--- config.mk ---
export PLATFORM = sky130hd
export DESIGN_NAME = chipset_cycle_decoder
export DESIGN_NICKNAME = d
export VERILOG_FILES = /design/src/rtl/chipset_cycle_decoder_pkg.sv /design/src/rtl/chipset_cycle_decoder_watchdog.sv /design/src/rtl/chipset_cycle_decoder.sv
export SDC_FILE = /design/constraint.sdc
export NUM_CORES = 1
export LEC_CHECK = 0
export ABC_AREA = 1
export BUFFER_PORTS_ARGS = -buffer_cell sky130_fd_sc_hd__buf_4
export CAP_MARGIN = 30
export CORE_MARGIN = 10
export CORE_UTILIZATION = 38
export CTS_CLUSTER_DIAMETER = 80
export DETAILED_ROUTE_END_ITERATION = 8
export PLACE_DENSITY = 0.82
export SLEW_MARGIN = 20
export SYNTH_ARGS = -nofsm -noshare
export SYNTH_HDL_FRONTEND = slang
export SYNTH_SLANG_ARGS = --single-unit
--- constraint.sdc ---
create_clock -name CLK40 -period 2.3 [get_ports CLK40]
set_input_delay 0.46 -clock CLK40 [delete_from_list [all_inputs] [get_ports CLK40]]
set_output_delay 0.46 -clock CLK40 [all_outputs]
set_load 0.02 [all_outputs]
--- src/rtl/chipset_cycle_decoder_pkg.sv ---
// Shared definitions for the chipset cycle decoder: access states, address
// match constants and 68040 SIZ/TT encodings.
package chipset_cycle_decoder_pkg;

   typedef enum logic [1:0] {
      IDLE = 2'd0,
      RAM  = 2'd1,
      REG  = 2'd2
   } state_t;

   // Chip RAM occupies 0x000000-0x1FFFFF: everything above bit 20 must be zero.
   localparam logic [10:0] CHIPRAM_HI_ZERO = 11'h000;
   // Custom registers occupy the 4 KiB page at 0xDFF000.
   localparam logic [19:0] REGSPACE_PAGE   = 20'h00DFF;

   // 68040 SIZ1:SIZ0 encodings.
   localparam logic [1:0] SIZ_LONG = 2'b00;
   localparam logic [1:0] SIZ_BYTE = 2'b01;
   localparam logic [1:0] SIZ_WORD = 2'b10;
   localparam logic [1:0] SIZ_LINE = 2'b11;

   // 68040 TT1:TT0 encodings this block responds to.
   localparam logic [1:0] TT_NORMAL = 2'b00;
   localparam logic [1:0] TT_MOVE16 = 2'b01;

endpackage

--- src/rtl/chipset_cycle_decoder_watchdog.sv ---
// cycle_watchdog: counts CLK40 edges an access spends without nTA and raises
// a one-cycle nTEA pulse when TIMEOUT_CYCLES is reached. Instantiated by the
// top only when CYCLE_WATCHDOG_EN is defined.
module cycle_watchdog #(
   parameter int TIMEOUT_CYCLES = 255
) (
   input  logic CLK40,
   input  logic nRESET,
   input  logic accept,
   input  logic active,
   input  logic nTA,
   output logic timeout,
   output logic nTEA
);

   logic [7:0] count;

   // nTA on the expiring edge wins, so the timeout only fires without nTA.
   assign timeout = active && nTA && (count == 8'(TIMEOUT_CYCLES - 1));

   // Timeout counter: clears on accept, counts edges waiting for nTA.
   always_ff @(posedge CLK40 or negedge nRESET) begin
      if (!nRESET) begin
         count <= 8'd0;
      end else if (accept || timeout) begin
         count <= 8'd0;
      end else if (active && nTA) begin
         count <= count + 8'd1;
      end
   end

   // nTEA is a registered single-cycle pulse following the expiring edge.
   always_ff @(posedge CLK40 or negedge nRESET) begin
      if (!nRESET) begin
         nTEA <= 1'b1;
      end else begin
         nTEA <= !timeout;
      end
   end

endmodule

--- src/rtl/chipset_cycle_decoder.sv ---
// chipset_cycle_decoder: samples 68040 nTS, decodes chip RAM / custom register
// space and holds the selected space strobe until the cycle's final nTA,
// tracking line-burst beats and nTBI. Optional watchdog: CYCLE_WATCHDOG_EN.
module chipset_cycle_decoder
   import chipset_cycle_decoder_pkg::*;
#(
   parameter int TIMEOUT_CYCLES = 255
) (
   input  logic        CLK40,
   input  logic        nRESET,
   input  logic        nTS,
   input  logic        TT0,
   input  logic        TT1,
   input  logic        SIZ0,
   input  logic        SIZ1,
   input  logic [31:0] A,
   input  logic        nTA,
   input  logic        nTBI,
   output logic        nRAMSPACE,
   output logic        nREGSPACE,
   output logic        LINE_CYCLE,
   output logic [1:0]  BEAT,
   output logic        nTEA
);

   state_t     state, state_nxt;
   logic [1:0] beat_nxt;
   logic       line_nxt;
   logic       accept;
   logic       timeout;
   logic       ram_hit, reg_hit, is_line;

   // The page offset never takes part in the decode.
   logic unused_addr_bits;
   assign unused_addr_bits = ^A[11:0];

   assign ram_hit = (A[31:21] == CHIPRAM_HI_ZERO);
   assign reg_hit = (A[31:12] == REGSPACE_PAGE);
   assign is_line = ({SIZ1, SIZ0} == SIZ_LINE) || ({TT1, TT0} == TT_MOVE16);

   // Space strobes come straight from the state register, so reset releases
   // them immediately.
   assign nRAMSPACE = (state != RAM);
   assign nREGSPACE = (state != REG);

   // Next-state and beat tracking.
   always_comb begin
      // NOTE: every signal assigned here gets a default first so no path can
      // leave it unassigned and infer a latch.
      state_nxt = state;
      beat_nxt  = BEAT;
      line_nxt  = LINE_CYCLE;
      accept    = 1'b0;
      unique case (state)
         IDLE: begin
            if (!nTS && !TT1) begin
               if (ram_hit) begin
                  accept    = 1'b1;
                  state_nxt = RAM;
                  line_nxt  = is_line;
                  beat_nxt  = 2'd0;
               end else if (reg_hit) begin
                  // U712 splits register line accesses itself: always 1 beat.
                  accept    = 1'b1;
                  state_nxt = REG;
                  line_nxt  = 1'b0;
                  beat_nxt  = 2'd0;
               end
            end
         end
         RAM, REG: begin
            if (!nTA) begin
               if (LINE_CYCLE && (BEAT != 2'd3) && nTBI) begin
                  beat_nxt = BEAT + 2'd1;
               end else begin
                  state_nxt = IDLE;
                  beat_nxt  = 2'd0;
                  line_nxt  = 1'b0;
               end
            end else if (timeout) begin
               state_nxt = IDLE;
               beat_nxt  = 2'd0;
               line_nxt  = 1'b0;
            end
         end
         default: begin
            state_nxt = IDLE;
            beat_nxt  = 2'd0;
            line_nxt  = 1'b0;
         end
      endcase
   end

   // State, beat and line registers.
   always_ff @(posedge CLK40 or negedge nRESET) begin
      // NOTE: sequential state uses non-blocking assignments so every register
      // samples the pre-edge values regardless of statement order.
      if (!nRESET) begin
         state      <= IDLE;
         BEAT       <= 2'd0;
         LINE_CYCLE <= 1'b0;
      end else begin
         state      <= state_nxt;
         BEAT       <= beat_nxt;
         LINE_CYCLE <= line_nxt;
      end
   end

`ifdef CYCLE_WATCHDOG_EN
   cycle_watchdog #(
      .TIMEOUT_CYCLES (TIMEOUT_CYCLES)
   ) u_cycle_watchdog (
      .CLK40   (CLK40),
      .nRESET  (nRESET),
      .accept  (accept),
      .active  (state != IDLE),
      .nTA     (nTA),
      .timeout (timeout),
      .nTEA    (nTEA)
   );
`else
   // Without the watchdog accesses wait indefinitely for nTA.
   logic unused_timeout_cfg;
   assign unused_timeout_cfg = ^8'(TIMEOUT_CYCLES) ^ accept;
   assign timeout = 1'b0;
   assign nTEA    = 1'b1;
`endif

endmodule

-- Word level (Yosys, flattened, before mapping)
Index checks and enable logic that the tools add are counted.
- $add $sub $neg: 1
- eq/ne operators: 12
- multiplexer cells: 18
- reductions and logical operators: 11
- operator list (kind ; number):
    20-bit by 12-bit == test with 1-bit output, second input constant ; 1
    2-bit two-way mux ; 10
    11-bit zero test ; 1
    2-bit inequality test, second input constant ; 5
    2-bit one-hot mux with 2 select lines ; 2
    1-bit two-way mux ; 5
    2-bit by 1-bit == test with 1-bit output, second input constant ; 2
    2-bit == test, second input constant ; 2
    4-bit AND reduction ; 1
    1-bit logical AND ; 3
    3-bit inequality test, second input constant ; 1
    3-bit AND reduction ; 1
    2-bit by 1-bit adder with 2-bit output, second input constant ; 1
    1-bit zero test ; 2
    2-bit zero test ; 1
    2-bit by 1-bit inequality test with 1-bit output, second input constant ; 1
    1-bit one-hot mux with 2 select lines ; 1
    2-bit OR reduction ; 1
    1-bit logical OR ; 1
- register bits: 5
- input port bits: 41
- output and inout port bits: 6
- logic and storage cells: 45

-- Logic depth before layout (Yosys ltp)
Gate-level depths: netlist of run 1.
- depth in word-level cells: 6
- depth in mapped cells: 9
- gate-level depth less buffers: 9

-- Worst setup path after synthesis of run 1
OpenSTA, ideal clock, no wires.
- path type: reg2reg
- from: register BEAT[0]
- to: register BEAT[0]
- library setup time: 0.076 ns
- data arrival time: 1.242 ns
- data required time: 2.224 ns
- setup slack: 0.981 ns
- cell stages (with the launch flop): 6
- buffers on the path: 0
- period minus slack after synthesis: 1.319 ns
- cells stage by stage: dfrtp_1 > ha_1 > nor2_2 > nand3_2 > or2_1 > o21ai_1
- word-level cells in the longest chain between the ends: 6
- elaborated cells on any way between the ends: 7
- those cells by class: add/sub: 1; eq/ne: 1; mux: 3; reduce/logical: 2
- RTL lines (what ; line ; source):
    from (decl) ; chipset_cycle_decoder.sv:22 ; output logic [1:0] BEAT,
    from (signal assigned) ; chipset_cycle_decoder.sv:104 ; BEAT <= beat_nxt;
    2-bit inequality test ; chipset_cycle_decoder.sv:73 ; if (LINE_CYCLE && (BEAT != 2'd3) && nTBI) begin
    1-bit logical AND (2 in a row) ; chipset_cycle_decoder.sv:73 ;
    2-bit two-way mux (*) ; chipset_cycle_decoder.sv:73 ;
    2-bit two-way mux (*) ; chipset_cycle_decoder.sv:72 ; if (!nTA) begin
    2-bit one-hot mux with 2 select lines (*) ; chipset_cycle_decoder.sv:54 ; unique case (state)
Every way passes the cells marked *; elsewhere a longest branch is shown, timed or not. The select of a mux whose other input is x is not followed.
A chain may end at the register's enable or synchronous reset.

-- Final worst setup path of run 1
- from: register state[0]
- to: output nREGSPACE
- word-level cells in the longest chain between the ends: 1
- RTL lines (what ; line ; source):
    from (decl) ; chipset_cycle_decoder.sv:26 ; state_t state, state_nxt;
    from (signal assigned) ; chipset_cycle_decoder.sv:103 ; state <= state_nxt;
    2-bit inequality test ; chipset_cycle_decoder.sv:44 ; assign nREGSPACE = (state != REG);
    to (decl) ; chipset_cycle_decoder.sv:20 ; output logic nREGSPACE,
Every way passes these cells.

==> metrics.md, run 1 <==
| Metric | Value |
|---|---|
| Global router's overall resource usage | 0.0857 |
| Chip height | 56.7 um |
| Crit path capture type | primary output |
| Critical Setup Path Class | reg2out |
| Vias in the first global route | 571 |
| Skew final | 0.0000470 ns |
| Clock insertion delay at the later pin of the skew report | 0.24 ns |
| Final core occ | 0.629 |
| Mean instance size in the synthesized netlist | between 7 and 8 sq um |
| Busiest layer in global routing | met2 |
| Site Rows | 13 |
| Final WL | 1.40 mm |
| Max Cap Violations | 0 |
| Min Clock Period, post-route | 1.51 ns |
| Mapped Nets | 118 |
| Diodes inserted | 0 |
| Power density normalized to cell area | 546 nW/um^2 |
| Number of clock buffers inserted by TritonCTS | 3 |
| Crit. Startpoint | state[0]$_DFFE_PN0P_ |
| Setup-violating endpoint count in the final report | 0 |
| Cell count after synthesis | 73 |
| Layout-stage area growth over the synthesis result | 57.6% |
| Root buffer selected by CTS | sky130_fd_sc_hd__clkbuf_4 |
| Per-cell via count in the routed design | 4.57 |
| Detailed-route via count | approximately 570 |
| FF+latch area | ~130 sq um |
| Post-CTS setup repair buffer count | 0 |
| Number of optimization iterations in the first detailed-route pass | 2 |
| Yosys warns | 0 |
| Final hold violations | 0 |
| Fraction of layout cells with a size suffix above 1 | 0.455 |
| Number of DRC violations after detailed-routing iteration 0 | 6 |
| Number of filler instances in the final layout | 128 |
| Average wire per standard cell | 11.2 um |
| Initial cell density of the core | 0.399 |
| Classification of the worst-slack hold path | reg2reg |
| Die outline area | around 3200 sq um |
| Number of antenna violations at the first check in global routing | 0 |
| Share of the clock period used by the worst path after layout | 0.657 |
| Clock slew at the register clock pins of the worst setup and hold paths | 0.05 ns |
| Number of non-filler instances in the completed layout | 125 |
| Ports placed on the boundary | 47 |
| Number of placed cells counting well taps | 120 |
| CTS Sinks | 5 |
| IR drop worst, VDD | roughly 0.00024 V |
| Most common cell after layout, fill and taps aside | sky130_fd_sc_hd__buf_4 |
| Maximum fanout along the worst path | 3 |
| Syn Std Cell Area | 513 sq um |
| Start point of the worst min-delay path | LINE_CYCLE$_DFFE_PN0P_ |
| Portion of the post-synthesis area used by sequential elements | 0.244 |
| Drt drc | 0 |
| Post-synth cell types | 19 |
| Placed wire-length estimate after detailed placement | about 1.3 mm |
| Upper clock frequency limit | 661 MHz |
| Largest net degree at the start of global routing | 6 |
| Core area | 1280 sq um |
| Antenna Violating Nets Remaining | 0 |
| Hold_ws | 0.501 ns |
| Die X-Extent | approximately 57 um |
| Data arrival time of the worst path | 1.05 ns |
| Final-stage net count | 156 |
| Area taken by multi-input logic gates | between 300 and 400 sq um |
| Routability cong. | 0.689 |
| H-Tree Level Count | 1 |
| Standby leakage power | 0.000427 uW |
| Pins over their slew limit | 0 |
| Placed Instance Area | slightly below 800 sq um |
| Met1 capacity usage during global routing | 0.0872 |
| Met2 usage | 0.136 |
| Required time of the critical path | 1.84 ns |
| Kind of start point of the critical path | register |
| Setup TNS after final layout | 0 ns |
| RSZ-0062 raised after global routing | no |
| TritonCTS clock tree | built |
| R2R Path Start | state[0]$_DFFE_PN0P_ |
| Count of port buffers added during placement | 33 |
| Commonest cells after routing, fill and taps aside | sky130_fd_sc_hd__buf_4 (33), sky130_fd_sc_hd__nand2_1 (14), sky130_fd_sc_hd__inv_1 (10), sky130_fd_sc_hd__nor2_1 (10), sky130_fd_sc_hd__nor2_2 (6) |
| First-pass GRT wire length | 2.33 mm |
| Met3 Resource Use GR | 0.0449 |
| Total gr overflow | 0 |
| Register bit total from synthesis | 5 |
| Status | completed |
| Post-route cell area | a little over 800 sq um |
| Number of buffers between clock root and the deepest sink | 2 |
cell usage after synthesis (all sizes together):
| cell | count | area share |
|---|---|---|
| a21oi | 1 | 0.032 |
| and2 | 1 | 0.012 |
| buf | 1 | 0.015 |
| conb | 1 | 0.0073 |
| dfrtp | 5 | 0.24 |
| ha | 4 | 0.098 |
| inv | 11 | 0.080 |
| nand2 | 16 | 0.15 |
| nand3 | 7 | 0.11 |
| nand4 | 5 | 0.061 |
| nor2 | 16 | 0.15 |
| nor3 | 1 | 0.0097 |
| o21ai | 3 | 0.029 |
| or2 | 1 | 0.012 |
cells by family after synthesis:
kind of cell / count (synthesis) / share of synthesized area
flops: 5 / 0.244
compound gates: 4 / 0.0610
fa+ha+maj: 4 / 0.0976
buf+inv: 12 / 0.0951
other cells: 1 / 0.00731
simple gates: 47 / 0.495
worst max-delay path: stages, from the launching register on:
cell and delay (ns):
sky130_fd_sc_hd__dfrtp_1 0.37, sky130_fd_sc_hd__inv_1 0.08, sky130_fd_sc_hd__ha_1 0.19, sky130_fd_sc_hd__inv_1 0.05
sky130_fd_sc_hd__buf_4 0.13
path summary, 6_finish.rpt:
path | slack (ns) | depth (start not counted) | to
max | 0.79 | 4 | nREGSPACE
min in group asynchronous | 0.57 | 2 | state[0]$_DFFE_PN0P_
max reg2reg | 0.88 | 6 | state[1]$_DFFE_PN0P_
max in group asynchronous | 1.63 | 2 | BEAT[1]$_DFFE_PN0P_
min | 0.50 | 2 | LINE_CYCLE$_DFFE_PN0P_
min reg2reg | 0.50 | 2 | LINE_CYCLE$_DFFE_PN0P_
layout make-up:
class	instances	area share
multi-input combinational	56	0.420
timing repair buffer	34	0.319
sequential	5	0.155
inverter	11	0.0511
clock buffer	4	0.0325
tap	15	0.0232
stage by stage:
step / worst slack (ns) / power [uW]
after floorplan: 0.981 / 260
after global placement: 0.912 / 329
after detailed placement: 0.870 / 338
after CTS: 0.773 / 447
after global routing: 0.716 / 481
final: 0.788 / 441
registers in the layout (all words and copies together) (netlist names):
register and count:
BEAT 2, state 2, LINE_CYCLE 1
report_power, final:
group | leakage, uW | internal, uW | switching [uW]
registers | 0.0000681 | 97.3 | 8.87
clock network | 0.0000150 | 65.8 | 39.3
logic | 0.000343 | 96.7 | 133
per-layer routing:
layer	routed length (um)	share of wire	up-vias
li1	-	-	303
met1	595	0.43	241
met4	0	0	0
met3	161	0.12	0
met5	0	0	-
met2	639	0.46	27
what timing repair did:
action                    CTS  global route
gates resized for setup     0             0
hold endpoints to repair    5             0
hold buffers                1             0
Power figures use the tool's default switching activity.
==> run 2: changes to the inputs <==
ABC_AREA = 0   (was 1)
CORE_UTILIZATION = 34   (was 38)
PLACE_DENSITY = 0.77   (was 0.82)
clock period = 1.4 ns   (was 2.3 ns; I/O delays follow)
==> metrics.md, run 2 <==
| Metric | Value |
|---|---|
| Most used DFF post-synth | sky130_fd_sc_hd__dfrtp_1 |
| Post-CTS setup repair buffer count | 0 (unchanged) |
| Yosys warns | 0 (unchanged) |
| Final WL | 1.70 mm (+21%) |
| Violations in the final reports | negative setup slack |
| Max Cap Violations | 0 (unchanged) |
| Crit path capture type | register |
| Ordered list of cells on the worst path | inv_2 -> ha_4 -> and4b_1 -> a211oi_2 -> a21oi_1 -> o41ai_2 |
| Cell taking the most area after synthesis | sky130_fd_sc_hd__dfrtp_1 |
| Slowest stage delay, CP | 0.38 ns (about the same) |
| Most common cell after layout, fill and taps aside | sky130_fd_sc_hd__buf_4 |
| Per-cell via count in the routed design | 4.93 (+7.9%) |
| Drt drc | 0 (unchanged) |
| Pins over their slew limit | 0 (unchanged) |
| Upper clock frequency limit | 662 MHz |
| Die X-Extent | 57.3 um (+1.1%) |
| Number of clock buffers inserted by TritonCTS | 3 (unchanged) |
| Final-stage net count | 145 (-7.1%) |
| Count of port buffers added during placement | 33 (unchanged) |
| Kind of start point of the critical path | register |
| Classification of the worst-slack hold path | in2async |
| Number of filler instances in the final layout | 110 (-14%) |
| Portion of the post-synthesis area used by sequential elements | 0.264 (+0.0199) |
| Average wire per standard cell | 14.9 um (+33%) |
| Required time of the critical path | 1.54 ns (-0.30 ns) |
| Number of antenna violations at the first check in global routing | 0 (unchanged) |
| Length in cells of the worst reg-to-reg path | 6 (unchanged) |
| Most frequently used cell type in the post-synthesis netlist | sky130_fd_sc_hd__inv_1 |
| Synth area leaders | sky130_fd_sc_hd__dfrtp_1 (26%), sky130_fd_sc_hd__ha_1 (11%), sky130_fd_sc_hd__mux2i_1 (8.4%), sky130_fd_sc_hd__inv_1 (7.1%), sky130_fd_sc_hd__nor4b_4 (5.0%) |
| Detailed-route via count | 562 (-1.6%) |
| Clock insertion delay at the later pin of the skew report | 0.24 ns (about the same) |
| Critical Setup Path Class | reg2reg |
| Power density normalized to cell area | 457 nW/um^2 (-16%) |
| Data arrival time of the worst path | 1.65 ns (+0.60 ns) |
| Fraction of layout cells with a size suffix above 1 | 0.606 (+0.152) |
| Proportion of synthesized flip-flops having asynchronous set or reset | 1.00 (unchanged) |
| Ports placed on the boundary | 47 (unchanged) |
| Mean instance size in the synthesized netlist | 9.30 sq um (+32%) |
| Register bit total from synthesis | 5 (unchanged) |
| Number of DRC violations after detailed-routing iteration 0 | 8 (+2) |
| Global router's overall resource usage | 0.103 (+0.0177) |
| Count of flip-flops with a built-in enable after synthesis | 0 (unchanged) |
| Core area | 1300 sq um (+1.3%) |
| Skew final | 0.00545 ns (+0.00541 ns) |
| Root buffer selected by CTS | sky130_fd_sc_hd__clkbuf_4 |
| Cell count after synthesis | 51 (-30%) |
| Min Clock Period, post-route | 1.51 ns |
| Share of the synthesized area in the top cell type | 0.264 (+0.0199) |
| Chip height | 57.3 um (+1.1%) |
| Diodes inserted | 0 (unchanged) |
| Clock slew at the register clock pins of the worst setup and hold paths | 0.05 ns (about the same) |
| Layout-stage area growth over the synthesis result | 88.9% |
| Maximum fanout along the worst path | 3 (unchanged) |
| Setup TNS after final layout | -0.471 ns (-0.471 ns) |
| Total gr overflow | 0 (unchanged) |
| Syn Std Cell Area | 474 sq um (-7.6%) |
| Status | finished with violations |
| Routability cong. | 0.746 (+8.3%) |
| CTS Sinks | 5 (unchanged) |
| Mapped Nets | 96 (-19%) |
| Initial cell density of the core | 0.364 (-0.0348) |
| Standby leakage power | 0.000470 uW (+10%) |
| Standard cell with the maximum stage delay on the critical path | sky130_fd_sc_hd__dfrtp_1 |
| Registers with the highest flip-flop counts | BEAT (2), state (2), LINE_CYCLE (1) |
| Final hold violations | 0 (unchanged) |
| Number of optimization iterations in the first detailed-route pass | 4 (+2) |
| Die outline area | 3290 sq um (+2.1%) |
| Site Rows | 13 (unchanged) |
| Number of placed cells counting well taps | 109 (-9.2%) |
| Number of non-filler instances in the completed layout | 114 (-8.8%) |
| First-pass GRT wire length | 2.81 mm (+20%) |
| H-Tree Level Count | 1 (unchanged) |
| RSZ-0062 raised after global routing | yes |
| Share of the clock period used by the worst path after layout | 1.08 |
| Largest net degree at the start of global routing | 6 (unchanged) |
| Placed wire-length estimate after detailed placement | 1.42 mm (+13%) |
| TritonCTS clock tree | built |
| IR drop worst, VDD | 0.000458 V (+94%) |
| Vias in the first global route | 655 (+15%) |
| Commonest cells after routing, fill and taps aside | sky130_fd_sc_hd__buf_4 (42), sky130_fd_sc_hd__inv_1 (7), sky130_fd_sc_hd__dfrtp_1 (5) |
| Number of buffers between clock root and the deepest sink | 2 (unchanged) |
| Final worst setup slack | -0.110 ns (-0.898 ns) |
| Top cells by count, synth | sky130_fd_sc_hd__inv_1 (9), sky130_fd_sc_hd__dfrtp_1 (5), sky130_fd_sc_hd__ha_1 (4), sky130_fd_sc_hd__mux2i_1 (4), sky130_fd_sc_hd__nand2_1 (4) |
| Antenna Violating Nets Remaining | 0 (unchanged) |
| Setup-violating endpoint count in the final report | 5 (+5) |
| Post-synth cell types | 26 (+7) |
## run 2: layout make-up
type                    count  area [sq um]  area share
well taps                  15          18.8      0.0209
multi-input cells          36           344       0.384
inverters                   9          33.8      0.0377
clock buffers               4          26.3      0.0293
repair buffers             45           348       0.388
flip-flops and latches      5           125       0.140
## run 2: cells by family (layout without fill, tap and decap cells)
family                     after synthesis  after routing  share of synthesized area
AOI/OAI and AO/OA                       12             12                      0.185
adders and majority gates                4              4                      0.106
buffers and inverters                   10             58                     0.0871
DFF                                      5              5                      0.264
muxes                                    4              4                     0.0844
other                                    1              1                    0.00791
and+or+nand+nor                         15             15                      0.266
## run 2: critical path, delay by kind of cell, from the launching register on
family                   cells  cell delay [ns]
AO/OA/AOI/OAI                3             0.52
adder cells (fa/ha/maj)      1             0.20
buffers and inverters        1             0.08
flip-flops                   1             0.38
AND/OR/NAND/NOR              1             0.21
## run 2: where the power goes
group          internal [uW]  leakage, uW  switching, uW
logic                   62.9     0.000385           31.6
clock network            108    0.0000150           62.1
registers                145    0.0000699       0.000276
## run 2: stage by stage
stage | util | power (uW) | hold slack [ns] | area (sq um) | worst slack [ns]
floorplan | - | 172 | -0.0156 | 495 | -0.107
finish | 0.688 | 410 | 0.408 | 896 | -0.110
global route | 0.688 | 432 | 0.392 | 896 | -0.259
detailed placement | 0.643 | 239 | 0.0852 | 837 | -0.270
global placement | 0.643 | 236 | 0.0850 | 837 | -0.231
CTS | 0.679 | 415 | 0.364 | 883 | -0.110
## run 2: path summary, 6_finish.rpt
check,from,endpoint,slack [ns]
min in group CLK40,nTA,state[1]$_DFFE_PN0P_,0.43
setup / recovery,state[0]$_DFFE_PN0P_,state[1]$_DFFE_PN0P_,-0.11
setup reg to reg,state[0]$_DFFE_PN0P_,state[1]$_DFFE_PN0P_,-0.11
hold reg to reg,LINE_CYCLE$_DFFE_PN0P_,LINE_CYCLE$_DFFE_PN0P_,0.55
hold / removal,nRESET,BEAT[0]$_DFFE_PN0P_,0.41
max in group asynchronous,nRESET,state[1]$_DFFE_PN0P_,0.88
## run 2: what timing repair did
action,in CTS,in global routing
hold endpoints to repair,5,0
endpoints found under the setup margin,7,7
hold buffers,1,0
gates resized for setup,3,2
pin swaps,3,0
## run 2: routing by layer
layer  vias up  share of wire  track usage  wire (um)
met1       268           0.35       0.0941        597
met4         0              0       0.0101          0
li1        278              -            -          -
met2        16           0.58        0.204        986
met5         -              0            0          0
met3         0          0.067       0.0509        113
==> run 3: changes to the inputs <==
BUFFER_PORTS_ARGS = -buffer_cell sky130_fd_sc_hd__clkbuf_2   (was -buffer_cell sky130_fd_sc_hd__buf_4)
==> metrics.md, run 3 (synthesis gave the netlist of run 2 again) <==
| Metric | Value |
|---|---|
| Data arrival time of the worst path | 1.61 ns (-0.04 ns) |
| Vias in the first global route | 612 (-6.6%) |
| Largest net degree at the start of global routing | 6 (unchanged) |
| Share of the clock period used by the worst path after layout | 1.06 (-0.0190) |
| Number of optimization iterations in the first detailed-route pass | 4 (unchanged) |
| Min Clock Period, post-route | 1.48 ns (-0.0267 ns) |
| Routability cong. | 0.745 (about the same) |
| Initial cell density of the core | 0.364 (unchanged) |
| TritonCTS clock tree | built |
| H-Tree Level Count | 1 (unchanged) |
| Upper clock frequency limit | 674 MHz (+1.8%) |
| Clock slew at the register clock pins of the worst setup and hold paths | 0.05 ns (about the same) |
| Standard cell with the maximum stage delay on the critical path | sky130_fd_sc_hd__dfrtp_1 |
| Layout-stage area growth over the synthesis result | 77.8% |
| Status | finished with violations |
| Post-route cell area | 843 sq um (-5.9%) |
| Chip height | 57.3 um (unchanged) |
| Violations in the final reports | negative setup slack |
| Die X-Extent | 57.3 um (unchanged) |
| Slack of the worst reg-to-reg path | -0.08 ns (+0.03 ns) |
| Critical Setup Path Class | reg2reg |
| Final worst setup slack | -0.0835 ns (+0.0267 ns) |
| Length in cells of the worst reg-to-reg path | 6 (unchanged) |
| R2R Path Start | state[0]$_DFFE_PN0P_ |
| Number of DRC violations after detailed-routing iteration 0 | 3 (-5) |
| Core area | 1300 sq um (unchanged) |
| Number of clock buffers inserted by TritonCTS | 3 (unchanged) |
| Most common cell after layout, fill and taps aside | sky130_fd_sc_hd__clkbuf_2 |
| Classification of the worst-slack hold path | in2async |
| Detailed-route via count | 549 (-2.3%) |
| Registers with the highest flip-flop counts | BEAT (2), state (2), LINE_CYCLE (1) |
| Average wire per standard cell | 13.0 um (-13%) |
| CTS Sinks | 5 (unchanged) |
| Pins over their slew limit | 0 (unchanged) |
| Skew final | 0.00632 ns (+0.000867 ns) |
| Required time of the critical path | 1.52 ns (-0.02 ns) |
| Count of port buffers added during placement | 33 (unchanged) |
| Kind of start point of the critical path | register |
| Total gr overflow | 0 (unchanged) |
| Clock insertion delay at the later pin of the skew report | 0.25 ns (about the same) |
| Ordered list of cells on the worst path | inv_2 -> ha_4 -> and4b_1 -> a211oi_2 -> o211ai_1 -> mux2i_1 |
| Root buffer selected by CTS | sky130_fd_sc_hd__clkbuf_4 |
| Maximum fanout along the worst path | 3 (unchanged) |
| Setup-violating endpoint count in the final report | 5 (unchanged) |
| Drt drc | 0 (unchanged) |
| Max Cap Violations | 0 (unchanged) |
| Setup TNS after final layout | -0.222 ns (+0.250 ns) |
| RSZ-0062 raised after global routing | yes |
| Ports placed on the boundary | 47 (unchanged) |
| Final hold violations | 0 (unchanged) |
| Fraction of layout cells with a size suffix above 1 | 0.630 (+0.0239) |
| Final-stage net count | 146 (+0.69%) |
| Site Rows | 13 (unchanged) |
| Per-cell via count in the routed design | 4.77 (-3.2%) |
| Number of buffers between clock root and the deepest sink | 2 (unchanged) |
| IR drop worst, VDD | 0.000542 V (+18%) |
| Power density normalized to cell area | 461 nW/um^2 (+0.86%) |
| Antenna Violating Nets Remaining | 0 (unchanged) |
| Worst R2R End | state[0]$_DFFE_PN0P_ |
| Die outline area | 3290 sq um (unchanged) |
| Placed Instance Area | 754 sq um (-9.9%) |
| Crit path capture type | register |
| First-pass GRT wire length | 2.48 mm (-12%) |
| Pre-CTS setup slack | -0.212 ns (+0.0580 ns) |
| Standby leakage power | 0.000459 uW (-2.4%) |
| Number of antenna violations at the first check in global routing | 0 (unchanged) |
| Final WL | 1.49 mm (-12%) |
| Global router's overall resource usage | 0.0915 (-0.0119) |
| Placed wire-length estimate after detailed placement | 1.29 mm (-9.2%) |
| Diodes inserted | 0 (unchanged) |
| Commonest cells after routing, fill and taps aside | sky130_fd_sc_hd__clkbuf_2 (31), sky130_fd_sc_hd__buf_4 (12), sky130_fd_sc_hd__dfrtp_1 (5), sky130_fd_sc_hd__inv_1 (5) |
| Slowest stage delay, CP | 0.39 ns (about the same) |
run 3: changes by cell type in the layout (fill, tap and decap cells not counted):
cell                       previous run  this run
sky130_fd_sc_hd__inv_2                2         4
sky130_fd_sc_hd__clkbuf_2             0        31
sky130_fd_sc_hd__buf_6                2         0
sky130_fd_sc_hd__ha_2                 1         0
sky130_fd_sc_hd__ha_4                 2         3
sky130_fd_sc_hd__inv_1                7         5
sky130_fd_sc_hd__buf_4               42        12
sky130_fd_sc_hd__buf_8                0         2
run 3: layout make-up:
class                   count  area [sq um]
clock buffers               4          26.3
fillers                   109           458
inverters                   9          33.8
multi-input cells          36           354
flip-flops and latches      5           125
well taps                  15          18.8
repair buffers             46           285
run 3: routing by layer:
| layer | GRT usage | up-vias | wire (um) |
|---|---|---|---|
| met2 | 0.163 | 18 | 852 |
| met1 | 0.0879 | 248 | 508 |
| met3 | 0.0553 | 3 | 119 |
| met5 | 0 | - | 0 |
| met4 | 0.0201 | 0 | 11 |
| li1 | - | 280 | - |
run 3: worst max-delay path, delay by kind of cell, from the launching register on:
family          cells  cell delay (ns)
mux                 1             0.14
simple gates        1             0.20
fa+ha+maj           1             0.19
compound gates      2             0.36
buf+inv             1             0.08
flops               1             0.39
run 3: power by group:
part	total, uW	internal (uW)	switching [uW]
Combinational	73.4	43.2	30.2
Clock	170	108	62.5
Sequential	145	145	0.000268
run 3: per-stage QoR:
step / std cells / util / hold WS (ns) / power [uW]
floorplan: 51 / - / -0.0156 / 172
global placement: 109 / 0.580 / 0.101 / 217
detailed placement: 109 / 0.580 / 0.103 / 218
CTS: 114 / 0.623 / 0.374 / 393
global route: 115 / 0.648 / 0.397 / 411
finish: 115 / 0.648 / 0.380 / 389
run 3: worst max-delay path by stage:
stage	startpoint	end	slack, ns	cells past startpoint
3_5_place_dp	A[30]	BEAT[0]$_DFFE_PN0P_	-0.21	5
5_1_grt	state[0]$_DFFE_PN0P_	state[1]$_DFFE_PN0P_	-0.21	6
3_3_place_gp	A[21]	BEAT[0]$_DFFE_PN0P_	-0.20	5
4_1_cts	state[1]$_DFFE_PN0P_	state[0]$_DFFE_PN0P_	-0.11	6
2_1_floorplan	state[1]$_DFFE_PN0P_	state[0]$_DFFE_PN0P_	-0.11	6
6_report	state[0]$_DFFE_PN0P_	state[0]$_DFFE_PN0P_	-0.08	6
run 3: repair_timing:
action | 4_1_cts | 5_1_grt
gates resized for setup | 5 | 7
pin swaps | 4 | 1
setup buffers | 0 | 4
hold endpoints to repair | 5 | 0
setup endpoints to repair | 7 | 7
hold buffers | 1 | 0
